## src/rtl/cpu_pkg.sv

```systemverilog
// Shared CPU control definitions: opcodes, instruction classes, FSM states,
// and the datapath select encodings driven by the control FSM.
package cpu_pkg;

  typedef enum logic [6:0] {
    OP_R      = 7'b0110011,
    OP_I      = 7'b0010011,
    OP_LOAD   = 7'b0000011,
    OP_STORE  = 7'b0100011,
    OP_BRANCH = 7'b1100011,
    OP_JAL    = 7'b1101111,
    OP_JALR   = 7'b1100111,
    OP_LUI    = 7'b0110111,
    OP_AUIPC  = 7'b0010111
  } opcode_e;

  typedef enum logic [3:0] {
    CL_R, CL_I, CL_LOAD, CL_STORE, CL_BRANCH,
    CL_JAL, CL_JALR, CL_LUI, CL_AUIPC, CL_ILLEGAL
  } op_class_e;

  typedef enum logic [2:0] {
    ST_FETCH, ST_DECODE, ST_EXEC, ST_MEM, ST_WB, ST_FAULT
  } state_e;

  typedef enum logic [1:0] {A_RS1 = 2'd0, A_OLD_PC = 2'd1, A_ZERO = 2'd2} alu_a_e;
  typedef enum logic [1:0] {B_RS2 = 2'd0, B_IMM = 2'd1, B_FOUR = 2'd2} alu_b_e;
  typedef enum logic [1:0] {ALU_ADD = 2'd0, ALU_BRANCH = 2'd1, ALU_FUNCT = 2'd2} alu_op_e;
  typedef enum logic [1:0] {WB_ALU = 2'd0, WB_MEM = 2'd1, WB_PC4 = 2'd2} wb_sel_e;
  typedef enum logic [1:0] {PC_PLUS4 = 2'd0, PC_TARGET = 2'd1, PC_TARGET_ALIGN = 2'd2} pc_src_e;

  localparam logic [1:0] CAUSE_NONE    = 2'd0;
  localparam logic [1:0] CAUSE_ILLEGAL = 2'd1;
  localparam logic [1:0] CAUSE_TIMEOUT = 2'd2;

endpackage

```

## src/rtl/op_decode.sv

```systemverilog
// Combinational opcode classifier: maps ir[6:0] to an instruction class
// and flags opcodes the control path does not support.
module op_decode
  import cpu_pkg::*;
(
  input  logic [6:0] opcode,
  output op_class_e  op_class,
  output logic       legal
);

  always_comb begin
    op_class = CL_ILLEGAL;
    legal    = 1'b1;
    case (opcode)
      OP_R:      op_class = CL_R;
      OP_I:      op_class = CL_I;
      OP_LOAD:   op_class = CL_LOAD;
      OP_STORE:  op_class = CL_STORE;
      OP_BRANCH: op_class = CL_BRANCH;
      OP_JAL:    op_class = CL_JAL;
      OP_JALR:   op_class = CL_JALR;
      OP_LUI:    op_class = CL_LUI;
      OP_AUIPC:  op_class = CL_AUIPC;
      default:   legal    = 1'b0;
    endcase
  end

endmodule

```

## src/rtl/control_fsm.sv

```systemverilog
// Multi-cycle CPU control FSM: FETCH/DECODE/EXEC/MEM/WB sequencing with a
// memory wait timeout and a sticky FAULT state.
module control_fsm
  import cpu_pkg::*;
#(
  parameter int unsigned MEM_TIMEOUT = 255
) (
  input  logic        clk,
  input  logic        rst,
  input  logic [31:0] ir,
  input  logic        mem_ready,
  input  logic        branch_taken,
  output logic        mem_req,
  output logic        mem_we,
  output logic        mem_addr_sel,
  output logic        ir_we,
  output logic        pc_we,
  output logic        rf_we,
  output logic [1:0]  pc_src,
  output logic [1:0]  alu_a_sel,
  output logic [1:0]  alu_b_sel,
  output logic [1:0]  alu_op,
  output logic [1:0]  wb_sel,
  output logic        instr_retired,
  output logic        fault,
  output logic [1:0]  fault_cause
);

  localparam int unsigned CNT_W = $clog2(MEM_TIMEOUT + 1);

  state_e           state, state_nxt;
  op_class_e        cls, cls_q;
  logic             legal;
  logic [CNT_W-1:0] wait_cnt;
  logic [1:0]       cause_q, cause_nxt;
  logic             waiting;
  logic             timeout_hit;
  logic             unused_ir;

  assign unused_ir = ^ir[31:12];

  op_decode u_op_decode (
    .opcode   (ir[6:0]),
    .op_class (cls),
    .legal    (legal)
  );

  // Mem-ready arriving on the limit cycle takes priority over the timeout.
  assign waiting     = ((state == ST_FETCH) || (state == ST_MEM)) && !mem_ready;
  assign timeout_hit = waiting && (wait_cnt == CNT_W'(MEM_TIMEOUT - 1));

  always_ff @(posedge clk) begin
    if (rst) begin
      state    <= ST_FETCH;
      cls_q    <= CL_R;
      wait_cnt <= '0;
      cause_q  <= CAUSE_NONE;
    end else begin
      state    <= state_nxt;
      cause_q  <= cause_nxt;
      wait_cnt <= waiting ? wait_cnt + 1'b1 : '0;
      if (state == ST_DECODE) cls_q <= cls;
    end
  end

  always_comb begin
    state_nxt     = state;
    cause_nxt     = cause_q;
    mem_req       = 1'b0;
    mem_we        = 1'b0;
    mem_addr_sel  = 1'b0;
    ir_we         = 1'b0;
    pc_we         = 1'b0;
    rf_we         = 1'b0;
    instr_retired = 1'b0;
    fault         = 1'b0;
    pc_src        = PC_PLUS4;
    alu_a_sel     = A_RS1;
    alu_b_sel     = B_RS2;
    alu_op        = ALU_ADD;
    wb_sel        = WB_ALU;

    case (state)
      ST_FETCH: begin
        mem_req = 1'b1;
        if (mem_ready) begin
          ir_we     = 1'b1;
          pc_we     = 1'b1;
          pc_src    = PC_PLUS4;
          state_nxt = ST_DECODE;
        end else if (timeout_hit) begin
          state_nxt = ST_FAULT;
          cause_nxt = CAUSE_TIMEOUT;
        end
      end
      ST_DECODE: begin
        if (legal) begin
          state_nxt = ST_EXEC;
        end else begin
          state_nxt = ST_FAULT;
          cause_nxt = CAUSE_ILLEGAL;
        end
      end
      ST_EXEC: begin
        state_nxt = ST_WB;
        case (cls_q)
          CL_R:     alu_op = ALU_FUNCT;
          CL_I: begin
            alu_op    = ALU_FUNCT;
            alu_b_sel = B_IMM;
          end
          CL_LUI: begin
            alu_a_sel = A_ZERO;
            alu_b_sel = B_IMM;
          end
          CL_AUIPC: begin
            alu_a_sel = A_OLD_PC;
            alu_b_sel = B_IMM;
          end
          CL_LOAD, CL_STORE: begin
            alu_b_sel = B_IMM;
            state_nxt = ST_MEM;
          end
          CL_BRANCH: begin
            alu_op        = ALU_BRANCH;
            pc_we         = branch_taken;
            pc_src        = PC_TARGET;
            instr_retired = 1'b1;
            state_nxt     = ST_FETCH;
          end
          CL_JAL: begin
            alu_a_sel = A_OLD_PC;
            alu_b_sel = B_IMM;
            pc_we     = 1'b1;
            pc_src    = PC_TARGET;
          end
          CL_JALR: begin
            alu_b_sel = B_IMM;
            pc_we     = 1'b1;
            pc_src    = PC_TARGET_ALIGN;
          end
          default: begin
            state_nxt = ST_FAULT;
            cause_nxt = CAUSE_ILLEGAL;
          end
        endcase
      end
      ST_MEM: begin
        mem_req      = 1'b1;
        mem_addr_sel = 1'b1;
        mem_we       = (cls_q == CL_STORE);
        if (mem_ready) begin
          if (cls_q == CL_STORE) begin
            instr_retired = 1'b1;
            state_nxt     = ST_FETCH;
          end else begin
            wb_sel    = WB_MEM;
            state_nxt = ST_WB;
          end
        end else if (timeout_hit) begin
          state_nxt = ST_FAULT;
          cause_nxt = CAUSE_TIMEOUT;
        end
      end
      ST_WB: begin
        rf_we         = (ir[11:7] != 5'd0);
        instr_retired = 1'b1;
        state_nxt     = ST_FETCH;
        case (cls_q)
          CL_LOAD:         wb_sel = WB_MEM;
          CL_JAL, CL_JALR: wb_sel = WB_PC4;
          default:         wb_sel = WB_ALU;
        endcase
      end
      ST_FAULT: fault = 1'b1;
      default:  state_nxt = ST_FETCH;
    endcase

    // Reset silences every strobe in the same cycle, even mid-request.
    if (rst) begin
      mem_req       = 1'b0;
      mem_we        = 1'b0;
      ir_we         = 1'b0;
      pc_we         = 1'b0;
      rf_we         = 1'b0;
      instr_retired = 1'b0;
      fault         = 1'b0;
    end
    fault_cause = rst ? CAUSE_NONE : cause_q;
  end

endmodule

```

## config.mk

```make
export PLATFORM = sky130hd
export DESIGN_NAME = control_fsm
export DESIGN_NICKNAME = d
export VERILOG_FILES = /design/src/rtl/cpu_pkg.sv /design/src/rtl/op_decode.sv /design/src/rtl/control_fsm.sv
export SDC_FILE = /design/constraint.sdc
export NUM_CORES = 1
export LEC_CHECK = 0
export ABC_AREA = 1
export CAP_MARGIN = 10
export CORE_ASPECT_RATIO = 0.8
export CORE_MARGIN = 2
export CORE_UTILIZATION = 38
export CTS_CLUSTER_DIAMETER = 120
export DETAILED_ROUTE_END_ITERATION = 7
export GPL_TIMING_DRIVEN = 1
export PLACE_DENSITY = 0.75
export SLEW_MARGIN = 25
export SYNTH_ARGS = -nofsm -noshare
export SYNTH_HDL_FRONTEND = slang
export SYNTH_HIERARCHICAL = 1
export SYNTH_SLANG_ARGS = --single-unit
export TNS_END_PERCENT = 1
```

## constraint.sdc

```tcl
create_clock -name clk -period 1.2 [get_ports clk]
set_input_delay 0.24 -clock clk [delete_from_list [all_inputs] [get_ports clk]]
set_output_delay 0.24 -clock clk [all_outputs]
set_load 0.02 [all_outputs]
```

==> impl_metrics.tcl, run 1 <==
set metrics [dict create \
    fin_crit_sh_pct 140 \
    finalSetupViolCount 33 \
    ys_seq_area_share_pct 27.0 \
    critPathRequiredTime_ns 0.96 \
    worst_clock_skew_ns 0.00713 \
    drc 0 \
    ys_seq_elements 17 \
    critPathLaunch "cls_q[1]$_SDFFE_PP0N_" \
    synth_top_area_share_pct 27.0 \
    synthesis.area_sq_mm 0.00126 \
    vias 1586 \
    cts_tree "done" \
    nets 335 \
    outcome "finished, violations left" \
    hold_class "flop to flop" \
    dp_worst_setup_slack_ns -0.785 \
    synthFlopType "dfxtp_1" \
    synthSimpleGateAreaFrac_pct 46.2 \
    dpl_cell_area_sq_mm 0.00209 \
    busiest_layer "met2" \
    slowest_stage "dfxtp_4" \
    violations "setup timing" \
    power_w 0.00234 \
    cts_sinks 17 \
    synth.distinct_cells 29 \
    final_hold_viol_count 0 \
    startpoint_type "flop" \
    fin_ws_ns -0.486 \
    rr_startpoint "cls_q[3]$_SDFFE_PP0N_" \
    postCtsHoldBufs 0 \
    vias_per_cell 4.72 \
    portBuffers 34 \
    n_antenna_cell 0 \
    synthArstFlopShare_pct 0 \
    cts_htree_levels 1 \
    synth_xor_area_share_pct 2.08 \
    ys_warn_count 6 \
    synth.most_common_cell "nand2_1" \
    worst-setup-path-type "flop to primary output" \
    drtIter0Drc 82 \
    met1_usage_pct 25.5 \
    numCtsBuffers 3 \
    synth_commonest_cells "45 x nand2_1, 36 x nor2_1, 19 x inv_1, 17 x dfxtp_1, 11 x a21oi_1" \
    fp.dieW_um 68.4 \
    ctsLongestPathBuffers 2 \
    end_kind "primary output" \
    drive_gt1_share_pct 48.3 \
    path_buf_inv 1 \
    rows 18 \
    cp_max_fo 6 \
    worstPathCellList "nor2_1 -> nand2_2 -> a21oi_4 -> nand2_2 -> a31oi_4 -> buf_6" \
    path_delay_family "simple AND/OR/NAND/NOR gates" \
    routed_wl_um 3750 \
    cap_violations 0 \
    cp_common_cell "nand2_2" \
    wire_per_inst_um 11.2 \
    synth_compound_area_share_pct 13.2 \
    synth_nets 237 \
    drv_slew 0 \
    grt_pass1_vias 1394 \
    cellPowerDensity_mw_per_mm2 1050 \
    synthMuxAreaShare_pct 0 \
    die_h_um 55.6 \
    root_buffer "clkbuf_8" \
    syn_area_per_cell_sq_um 6.34 \
    synthAdderAreaFrac_pct 1.98 \
    met3_usage_pct 3.46 \
    hold_ws_ns 0.469 \
    gp_congestion 0.907 \
    yosys.area.top_type "dfxtp_1" \
    cp.arrival_ns 1.45 \
    antenna_found_initial 0 \
    drtAntennaViolNets 0 \
    clk_latency_ns 0.25 \
    final.setup.tns_ns -7.84 \
    min_period_ns 1.69 \
    synthTopCellsByArea "dfxtp_1 27%, nand2_1 13%, nor2_1 11%, inv_1 5.6%, nand2_2 4.5%" \
    grt_util_all_layers_pct 19.2 \
    core_sq_mm 0.00313 \
    rsz0062_at_grt "true" \
    clk_pin_slew_ns 0.07 \
    die_area_sq_mm 0.00380 \
    area_delta_synth_final_pct 77.3 \
    timing.fmax_mhz 593 \
    dp_hpwl_um 2890 \
    grt_max_degree 10 \
    slowest_delay_ns 0.37 \
    leakagePower_nw 1.06 \
    synth_top_family_by_area "simple AND/OR/NAND/NOR gates" \
    fin_area_sq_mm 0.00224 \
    io_pins 56 \
    ir_worst_vdd_uv 624 \
    start_util_pct 40.3 \
    drt-pass1-iter-count 4 \
    gr-total-overflow 0 \
    hp-start "cause_q[1]$_SDFFE_PP0P_" \
    grt_pass1_wl_um 5800 \
    synth_edf_count 0 \
    use_met2_pct 31.0 \
    netlist_instances 199 \
]
-- report_power, final --
group | total [W] | switching (W) | internal (W)
Combinational | 0.00119 | 0.000617 | 0.000569
Sequential | 0.000741 | 0.0000902 | 0.000651
Clock | 0.000417 | 0.000182 | 0.000235
-- tightest hold or removal path: cells and delay by family, from the launching register on --
| family | cells | cell delay, ns |
|---|---|---|
| flops | 1 | 0.31 |
| simple gates | 1 | 0.06 |
| compound gates | 1 | 0.05 |
-- cells by family (layout without fill, tap and decap cells) --
group	count (synthesis)	after routing
other	1	1
xor gates and xnor gates	3	3
and+or+nand+nor	121	121
DFF	17	17
buffers and inverters	28	125
AOI/OAI and AO/OA	27	27
adders and majority gates	2	2
-- per-stage QoR --
step | utilization, % | instances
after detailed placement | 66.7 | 329
after global routing | 71.5 | 336
after global placement | 66.7 | 329
final | 71.5 | 336
after floorplan | - | 199
after CTS | 68.4 | 334
-- repair_timing --
item / CTS / global route
endpoints found under the setup margin: 35 / 35
setup buffers: 1 / 2
cloned: 0 / 0
gates resized for setup: 122 / 31
pin swaps: 5 / 10
-- area by class of cell --
| type | count | area, sq um |
|---|---|---|
| sequential | 17 | 357 |
| inverter | 25 | 93.8 |
| tap | 40 | 50.0 |
| multi-input combinational | 154 | 910 |
| clock buffer | 4 | 45.0 |
| fill | 239 | 892 |
| timing repair buffer | 96 | 783 |
-- routing by layer --
metal  vias to the layer above  routed length [um]
met5                         -                   0
met4                         0                  63
met3                         6                 243
met2                        49                1770
met1                       700                1670
li1                        831                   -
-- layout by cell type, fill, tap and decap left out, types with 2 or more instances in the layout --
master,count
a21oi_2,2
nand3_2,5
nor3_1,2
nor2_4,5
xnor2_1,2
inv_1,16
dfxtp_2,4
nor3b_2,2
dlygate4sd2_1,4
nand2_1,40
nand2_4,2
buf_6,10
nand4_1,7
dfxtp_4,3
buf_4,68
buf_2,3
a21oi_4,2
clkdlybuf4s50_1,11
a21oi_1,9
ha_1,2
dfxtp_1,10
inv_2,8
nand3_1,8
o21ai_1,8
clkbuf_8,3
nor2_2,9
nand2_2,13
nor2_1,27
-- flip-flops by register name, summed over array words and instances (netlist names) --
signal	cells
cause_q	2
cls_q	4
state	3
wait_cnt	8
-- path summary, 6_finish.rpt --
check / end / slack [ns] / cells past startpoint
setup / recovery: instr_retired / -0.49 / 6
hold / removal: cause_q[1]$_SDFFE_PP0P_ / 0.47 / 2
setup reg to reg: state[0]$_SDFFE_PP0P_ / -0.25 / 11
hold reg to reg: cause_q[1]$_SDFFE_PP0P_ / 0.47 / 2
(Power assumes the default switching activity.)
==> run 2, diff against run 1 <==
SLEW_MARGIN = 10   (was 25)
==> results of run 2 <==
The final DEF is identical to that of run 1; final timing and power are the same.
==> run 3, diff against run 2 <==
clock period = 1.5 ns   (was 1.2 ns; I/O delays follow)
==> run 3 against run 2 <==
- the run still ends with setup timing left
- total power fell by 22%
- sequential power fell by 21%
- die area did not move
- utilization fell by 2.0 points
- critical path type unchanged
- largest power group unchanged
- highest routed layer unchanged
==> impl_metrics.tcl, run 3 (synthesis results as in run 1) <==
set metrics [dict create \
    rows 18 \
    drt-pass1-iter-count 4 \
    grt_pass1_vias 1545 \
    grt_util_all_layers_pct 21.3 \
    finalSetupViolCount 17 \
    hold_class "flop to flop" \
    end_kind "primary output" \
    mostFrequentLayoutCell "buf_4" \
    cts_sinks 17 \
    drive_gt1_share_pct 46.4 \
    cp.arrival_ns 1.44 \
    portBuffers 34 \
    core_sq_mm 0.00313 \
    io_pins 56 \
    hold_ws_ns 0.454 \
    critPathRequiredTime_ns 1.20 \
    die_h_um 55.6 \
    largest-register "wait_cnt" \
    ctsLongestPathBuffers 2 \
    cts_tree "done" \
    cp_max_fo 5 \
    reg.largest.list "wait_cnt x8, cls_q x4, state x3" \
    clk_latency_ns 0.26 \
    violations "setup timing" \
    vias 1582 \
    nets 328 \
    clk_pin_slew_ns 0.07 \
    cts_htree_levels 1 \
    wire_per_inst_um 11.5 \
    fp.dieW_um 68.4 \
    drtAntennaViolNets 0 \
    gp_congestion 0.857 \
    drtIter0Drc 96 \
    final_hold_viol_count 0 \
    rsz0062_at_grt "true" \
    vias_per_cell 4.81 \
    area_delta_synth_final_pct 72.3 \
    postCtsHoldBufs 0 \
    leakagePower_nw 1.03 \
    n_antenna_cell 0 \
    min_period_ns 1.74 \
    drv_slew 0 \
    grt_pass1_wl_um 6330 \
    worst-setup-path-type "flop to primary output" \
    mostFrequentLayoutCells "64 x buf_4, 40 x nand2_1, 28 x nor2_1, 16 x inv_1, 14 x nand2_2" \
    start_util_pct 40.3 \
    startpoint_type "flop" \
    ir_worst_vdd_uv 361 \
    numCtsBuffers 3 \
    dp_hpwl_um 2790 \
    gr-total-overflow 0 \
    outcome "finished, violations left" \
    fin_ws_ns -0.243 \
    cellPowerDensity_mw_per_mm2 845 \
    final_util_pct 69.5 \
    drc 0 \
    cap_violations 0 \
    worst_clock_skew_ns 0.00725 \
    antenna_found_initial 0 \
    largest_reg_flops 8 \
    timing.fmax_mhz 574 \
    grt_max_degree 11 \
    root_buffer "clkbuf_8" \
    die_area_sq_mm 0.00380 \
    routed_wl_um 3780 \
    fin_crit_sh_pct 116 \
]
[run 3: cell types whose count changed in the layout (fill, tap and decap cells not counted), sizes merged]
cell	delta
clkdlybuf4s15	+1
clkinv	+1
dlymetal6s2s	+3
buf	-9
dlygate4sd2	-3
[run 3: per-stage QoR]
step / power, W / cell area [sq um] / setup TNS, ns / setup slack [ns] / std cells
finish: 0.00184 / 2170 / -2.11 / -0.243 / 329
global route: 0.00196 / 2170 / -3.57 / -0.302 / 329
CTS: 0.00181 / 2130 / -2.03 / -0.252 / 329
detailed placement: 0.00139 / 2060 / -9.94 / -0.607 / 325
global placement: 0.00138 / 2060 / -9.63 / -0.602 / 325
floorplan: 0.000981 / 1280 / -0.128 / -0.0628 / 199
[run 3: path summary, 6_finish.rpt]
check / startpoint / end / slack, ns / depth (start not counted)
min: cause_q[0]$_SDFFE_PP0P_ / cause_q[0]$_SDFFE_PP0P_ / 0.45 / 2
min reg2reg: cause_q[0]$_SDFFE_PP0P_ / cause_q[0]$_SDFFE_PP0P_ / 0.45 / 2
max: state[0]$_SDFFE_PP0P_ / instr_retired / -0.24 / 6
max reg2reg: state[1]$_SDFFE_PP0P_ / state[0]$_SDFFE_PP0P_ / 0.12 / 11
[run 3: area by class of cell]
cell class,count,area (sq um)
clock inverter,1,5.00
fill,273,956
tap,40,50.0
sequential,17,354
inverter,25,95.1
clock buffer,3,41.3
multi-input combinational,154,893
timing repair buffer,89,736
[run 3: critical path, stage by stage, from the launching register on]
cell and delay [ns]:
dfxtp_4 0.38, nor3_4 0.25, inv_2 0.08, a21oi_4 0.13, nand2_2 0.09, a31oi_4 0.13, buf_6 0.13
[run 3: per-layer routing]
metal	share of wire (%)	global-route usage (%)
met1	45	26.0
met2	48	35.7
met3	6.0	3.46
met4	1.2	9.71
met5	0	0
[run 3: where the power goes]
group	internal, W	switching (W)	total, W
Clock	0.000185	0.000162	0.000346
Sequential	0.000519	0.0000692	0.000588
Combinational	0.000427	0.000476	0.000903
[run 3: what timing repair did]
item	4_1_cts	5_1_grt
gates resized for setup	122	19
buffers inserted	0	0
endpoints found under the setup margin	21	26
pin swaps	2	2
